$ cat src/rtl/spi_arb_pkg.sv
// spi_arb_pkg: shared state encoding and error word for spi_arbiter
package spi_arb_pkg;
    typedef enum logic [1:0] {IDLE, ISSUE, WAIT, RESP} state_t;
    // Returned in place of a received word when the WAIT watchdog expires.
    localparam logic [63:0] ERR_WORD = '1;
endpackage

$ cat src/rtl/spi_arbiter_rr_picker.sv
// spi_arbiter_rr_picker: first requester at or above ptr, with wrap
// Ports: req (request vector), ptr (search start), grant (winning index), any (some request set)
module spi_arbiter_rr_picker #(
    parameter int requester_count = 4
) (
    input  logic [requester_count-1:0]         req,
    input  logic [$clog2(requester_count)-1:0] ptr,
    output logic [$clog2(requester_count)-1:0] grant,
    output logic                               any
);
    localparam int IW = $clog2(requester_count);

    // Scan from the farthest offset down so the nearest request overwrites last.
    always_comb begin
        grant = '0;
        any = |req;
        for (int k = requester_count - 1; k >= 0; k--)
            if (req[(int'(ptr) + k) % requester_count])
                grant = IW'((int'(ptr) + k) % requester_count);
    end
endmodule

$ cat src/rtl/spi_arbiter.sv
// spi_arbiter: round-robin sharing of one SPI master among several requesters
// Ports: req_* (per-requester word, slave-select, burst end, accept strobe),
//        rsp_* (one-hot response strobe, received word, timeout flag),
//        spi_* (start/tx/ss to the SPI core, done/rx back from it).
// Build option: SPI_ARB_TIMEOUT_EN adds a WAIT watchdog of timeout_cycles.
module spi_arbiter
    import spi_arb_pkg::*;
#(
    parameter int requester_count = 4,
    parameter int word_width      = 8,
    parameter int SS_width        = 1,
    parameter int timeout_cycles  = 255
) (
    input  logic                                  clk,
    input  logic                                  rst,
    input  logic [requester_count-1:0]            req_valid,
    input  logic [requester_count*word_width-1:0] req_data,
    input  logic [requester_count*SS_width-1:0]   req_ss,
    input  logic [requester_count-1:0]            req_last,
    output logic [requester_count-1:0]            req_ready,
    output logic [requester_count-1:0]            rsp_valid,
    output logic [word_width-1:0]                 rsp_data,
    output logic                                  rsp_err,
    output logic                                  spi_start,
    output logic [word_width-1:0]                 spi_tx,
    output logic [SS_width-1:0]                   spi_ss,
    input  logic                                  spi_done,
    input  logic [word_width-1:0]                 spi_rx
);
    localparam int IW = $clog2(requester_count);

    if (requester_count < 2 || timeout_cycles < 1) begin : g_bad_param
        $error("spi_arbiter: requester_count must be >= 2 and timeout_cycles >= 1");
    end

    state_t                     state_q, state_d;
    logic [IW-1:0]              g_q, g_d, p_q, p_d, pick;
    logic                       lock_q, lock_d, any;
    logic [SS_width-1:0]        ss_q, ss_d;
    logic [word_width-1:0]      rx_q, rx_d;
    logic [requester_count-1:0] g_oh;

    spi_arbiter_rr_picker #(.requester_count(requester_count)) u_picker (
        .req   (req_valid),
        .ptr   (p_q),
        .grant (pick),
        .any   (any)
    );

    assign g_oh      = {{(requester_count-1){1'b0}}, 1'b1} << g_q;
    assign req_ready = (state_q == ISSUE) ? g_oh : '0;
    assign rsp_valid = (state_q == RESP) ? g_oh : '0;
    assign spi_start = state_q == ISSUE;
    assign spi_tx    = req_data[int'(g_q)*word_width +: word_width];
    assign spi_ss    = ss_q;
    assign rsp_data  = rx_q;

`ifdef SPI_ARB_TIMEOUT_EN
    localparam int CW = $clog2(timeout_cycles + 1);
    logic [CW-1:0] cnt_q, cnt_d;
    logic          err_q, err_d;
    assign rsp_err = err_q;

    always_ff @(posedge clk or posedge rst)
        if (rst) begin
            cnt_q <= '0;
            err_q <= 1'b0;
        end else begin
            cnt_q <= cnt_d;
            err_q <= err_d;
        end
`else
    assign rsp_err = 1'b0;
`endif

    always_comb begin
        state_d = state_q;
        g_d     = g_q;
        p_d     = p_q;
        lock_d  = lock_q;
        ss_d    = ss_q;
        rx_d    = rx_q;
`ifdef SPI_ARB_TIMEOUT_EN
        cnt_d   = cnt_q;
        err_d   = err_q;
`endif
        case (state_q)
            // A held grant ignores everyone else until its burst ends.
            IDLE: if (lock_q ? req_valid[g_q] : any) begin
                g_d     = lock_q ? g_q : pick;
                state_d = ISSUE;
            end
            ISSUE: begin
                ss_d    = req_ss[int'(g_q)*SS_width +: SS_width];
                lock_d  = ~req_last[g_q];
                state_d = WAIT;
`ifdef SPI_ARB_TIMEOUT_EN
                cnt_d   = '0;
`endif
            end
            WAIT: if (spi_done) begin
                rx_d    = spi_rx;
                state_d = RESP;
`ifdef SPI_ARB_TIMEOUT_EN
                err_d   = 1'b0;
            end else if (cnt_q == CW'(timeout_cycles)) begin
                rx_d    = ERR_WORD[word_width-1:0];
                err_d   = 1'b1;
                lock_d  = 1'b0;
                state_d = RESP;
            end else begin
                cnt_d   = cnt_q + 1'b1;
`endif
            end
            RESP: begin
                p_d     = lock_q ? p_q : (g_q == IW'(requester_count - 1)) ? '0 : g_q + 1'b1;
                state_d = IDLE;
            end
            default: state_d = IDLE;
        endcase
    end

    always_ff @(posedge clk or posedge rst)
        if (rst) begin
            state_q <= IDLE;
            g_q     <= '0;
            p_q     <= '0;
            lock_q  <= 1'b0;
            ss_q    <= '0;
            rx_q    <= '0;
        end else begin
            state_q <= state_d;
            g_q     <= g_d;
            p_q     <= p_d;
            lock_q  <= lock_d;
            ss_q    <= ss_d;
            rx_q    <= rx_d;
        end
endmodule

$ cat config.mk
export PLATFORM = sky130hd
export DESIGN_NAME = spi_arbiter
export DESIGN_NICKNAME = d
export VERILOG_FILES = /design/src/rtl/spi_arb_pkg.sv /design/src/rtl/spi_arbiter_rr_picker.sv /design/src/rtl/spi_arbiter.sv
export SDC_FILE = /design/constraint.sdc
export NUM_CORES = 1
export LEC_CHECK = 0
export ABC_AREA = 0
export CAP_MARGIN = 20
export CORE_MARGIN = 5
export CORE_UTILIZATION = 38
export DETAILED_ROUTE_END_ITERATION = 6
export PLACE_DENSITY = 0.93
export SYNTH_ARGS = -nofsm -noshare
export SYNTH_HDL_FRONTEND = slang
export SYNTH_SLANG_ARGS = --single-unit
$ cat constraint.sdc
create_clock -name clk -period 3.5 [get_ports clk]
set_input_delay 0.7 -clock clk [delete_from_list [all_inputs] [get_ports clk]]
set_output_delay 0.7 -clock clk [all_outputs]
set_load 0.01 [all_outputs]
==> results_dict.tcl <==
set metrics [dict create \
    mappedNetlistArea_mm2 0.00120 \
    cts_setup_buffers 0 \
    drc 0 \
    clock_path_buffers 2 \
    finalWeightedCongestion 0.748 \
    critical_path_class "reg2out" \
    timing.hold.ws_ns 0.521 \
    crit_slowest_cell "dfrtp_1" \
    antenna_cells 0 \
    tightest_slew_ns 0.832 \
    synth_compound_area_frac 0.0813 \
    dpl.hpwl_um 3200 \
    crit_start "g_q[0]" \
    syn_avg_cell_area_um2 12.2 \
    peakVddDrop_v 0.000417 \
    period_needed_ns 3.02 \
    wl_met3_um 539 \
    grt_pass1_vias 1281 \
    pin_count 82 \
    drt-pass1-iter-count 4 \
    finalHoldViolCount 0 \
    nFillCells 245 \
    clk_pin_slew_ns 0.09 \
    worstPathCellList "mux4_1 > clkdlybuf4s50_1" \
    grt_setup_unrepaired "no" \
    die_h_um 66.2 \
    synth_top_family_by_area "multiplexers" \
    start_util 0.393 \
    r2r_slack_ns 1.61 \
    yosysUniqueCellTypes 25 \
    place_ws_ns 0.682 \
    synthCells 98 \
    status "finished, final reports clean" \
    critPathMaxFanout 17 \
    yosysWarnings 0 \
    cts_root_buf "clkbuf_4" \
    synth.mux.area_fraction 0.339 \
    viasPerCell 5.02 \
    placementRows 20 \
    synthAdderAreaFrac 0.0938 \
    routedWlPerCell_um 16.7 \
    synth_fp_nets 162 \
    max_slew_margin 0.445 \
    vias 1115 \
    ant_nets 0 \
    cpPeakStageDelay_ns 0.90 \
    cpLargestDelayFamily "flip-flops" \
    dieArea_mm2 0.00438 \
    worst_hold_startpoint "spi_ss" \
    die_w_um 66.2 \
    power_leakage_nw 0.850 \
    skew_ns 0.00419 \
    portBuffers 80 \
    cp_num_buf_inv 1 \
    area_growth_syn_to_layout_pct 71.7 \
    drt-initial-drc-count 33 \
    startpoint_type "flip-flop" \
    cts_buffers 3 \
    cp.arrival_ns 2.32 \
    worstSkewPairLatency_ns 0.28 \
    grt_pass1_wl_um 5780 \
    layout_commonest_cell "clkdlybuf4s50_1" \
    ys_seq_elements 16 \
    worstReg2RegStart "g_q[0]" \
    drive_gt1_frac 0.157 \
    synth-seq-area-share 0.334 \
    fin_crit_sh 0.863 \
    htreeDepth 1 \
    gr-total-overflow 0 \
    mostFrequentLayoutCells "clkdlybuf4s50_1 (80), dfrtp_1 (16), mux2_2 (11)" \
    drv_slew 0 \
    worst_hold_path_type "reg2reg" \
    critPathCaptureType "output port" \
    fin_tns_setup_ns 0 \
    cts_resized 0 \
    wl_met2_um 1830 \
    highest_layer "met4" \
    final-setup-viol-count 0 \
    wl_met1_um 1320 \
    antenna_found_initial 0 \
    cts.sinks 16 \
    ctsHoldBuffers 0 \
    setup_ws_ns 0.479 \
    synthXorXnorAreaFrac 0 \
    maxCapViolations 0 \
    required_ns 2.80 \
    synthSimpleGateAreaFrac 0.0949 \
    wl_um 3710 \
    fin_nets 243 \
    cts_tree "yes" \
    fp.coreArea_mm2 0.00305 \
    grt_max_degree 18 \
    pwr_density_cell_mw_per_mm2 685 \
    groute.usage.overall 0.173 \
    max_freq_mhz 331 \
]
-- final cells by class --
| class | instances | area, um^2 | area share |
|---|---|---|---|
| Tap cell | 44 | 55.1 | 0.0267 |
| Multi-Input combinational cell | 69 | 734 | 0.356 |
| Inverter | 9 | 33.8 | 0.0164 |
| Sequential cell | 16 | 400 | 0.194 |
| Timing Repair Buffer | 80 | 801 | 0.389 |
| Clock buffer | 4 | 36.3 | 0.0176 |
-- cells in the mapped netlist, drive strengths merged --
cell type	number	area [um^2]
nor4	1	12.5
o21ai	2	10.0
a22o	1	8.76
conb	1	3.75
ha	9	113
nor2	3	11.3
nand2b	4	25.0
o31ai	1	7.51
mux2	13	154
a21oi	6	30.0
buf	4	31.3
inv	9	33.8
o21a	1	7.51
a221oi	1	8.76
dfrtp	16	400
mux4	10	233
mux2i	2	20.0
nand2	4	15.0
o22ai	2	25.0
and2	8	50.1
-- power breakdown --
part / internal [mW] / leakage [nW] / total, mW / switching [mW]
Combinational: 0.564 / 0.640 / 0.878 / 0.314
Clock: 0.0632 / 0.0210 / 0.118 / 0.0550
Sequential: 0.280 / 0.189 / 0.416 / 0.136
-- stage by stage --
step / cells / area, um^2 / power (mW) / utilization
floorplan: 98 / 1200 / 0.910 / -
global placement: 218 / 2020 / 1.27 / 0.663
detailed placement: 218 / 2020 / 1.31 / 0.663
CTS: 222 / 2060 / 1.43 / 0.675
global route: 222 / 2060 / 1.53 / 0.675
finish: 222 / 2060 / 1.41 / 0.675
-- sequential cells by signal, indices dropped and copies added, names as in the netlist --
| name | flops |
|---|---|
| spi_ss | 1 |
| rsp_data | 8 |
| g_q | 2 |
| p_q | 2 |
| state_q | 2 |
| lock_q | 1 |
-- cell families (layout without fill, tap and decap cells) --
family,Yosys count,in the layout
fa+ha+maj,9,9
compound gates,14,14
mux,25,25
other cells,1,1
buf+inv,13,93
simple gates,20,20
flops,16,16
-- routing by layer --
layer | global-route usage | vias up
met5 | 0 | -
met4 | 0.0381 | 0
met3 | 0.0765 | 2
met2 | 0.321 | 71
met1 | 0.176 | 532
li1 | - | 510
-- worst reg2reg max path: stages (launching register included) --
cell and delay, ns:
dfrtp_1 0.90, mux2i_1 0.30, o22ai_2 0.12, o22ai_2 0.16, mux2_4 0.31
-- final timing paths --
kind / end / depth (start not counted)
worst max register to register: state_q[1] / 4
max in group asynchronous: state_q[1] / 2
worst max-delay path: spi_tx[4] / 2
min in group asynchronous: rsp_data[2] / 2
worst min register to register: spi_ss / 1
worst min-delay path: spi_ss / 1
Note: power is estimated with default switching activity, not from simulation.
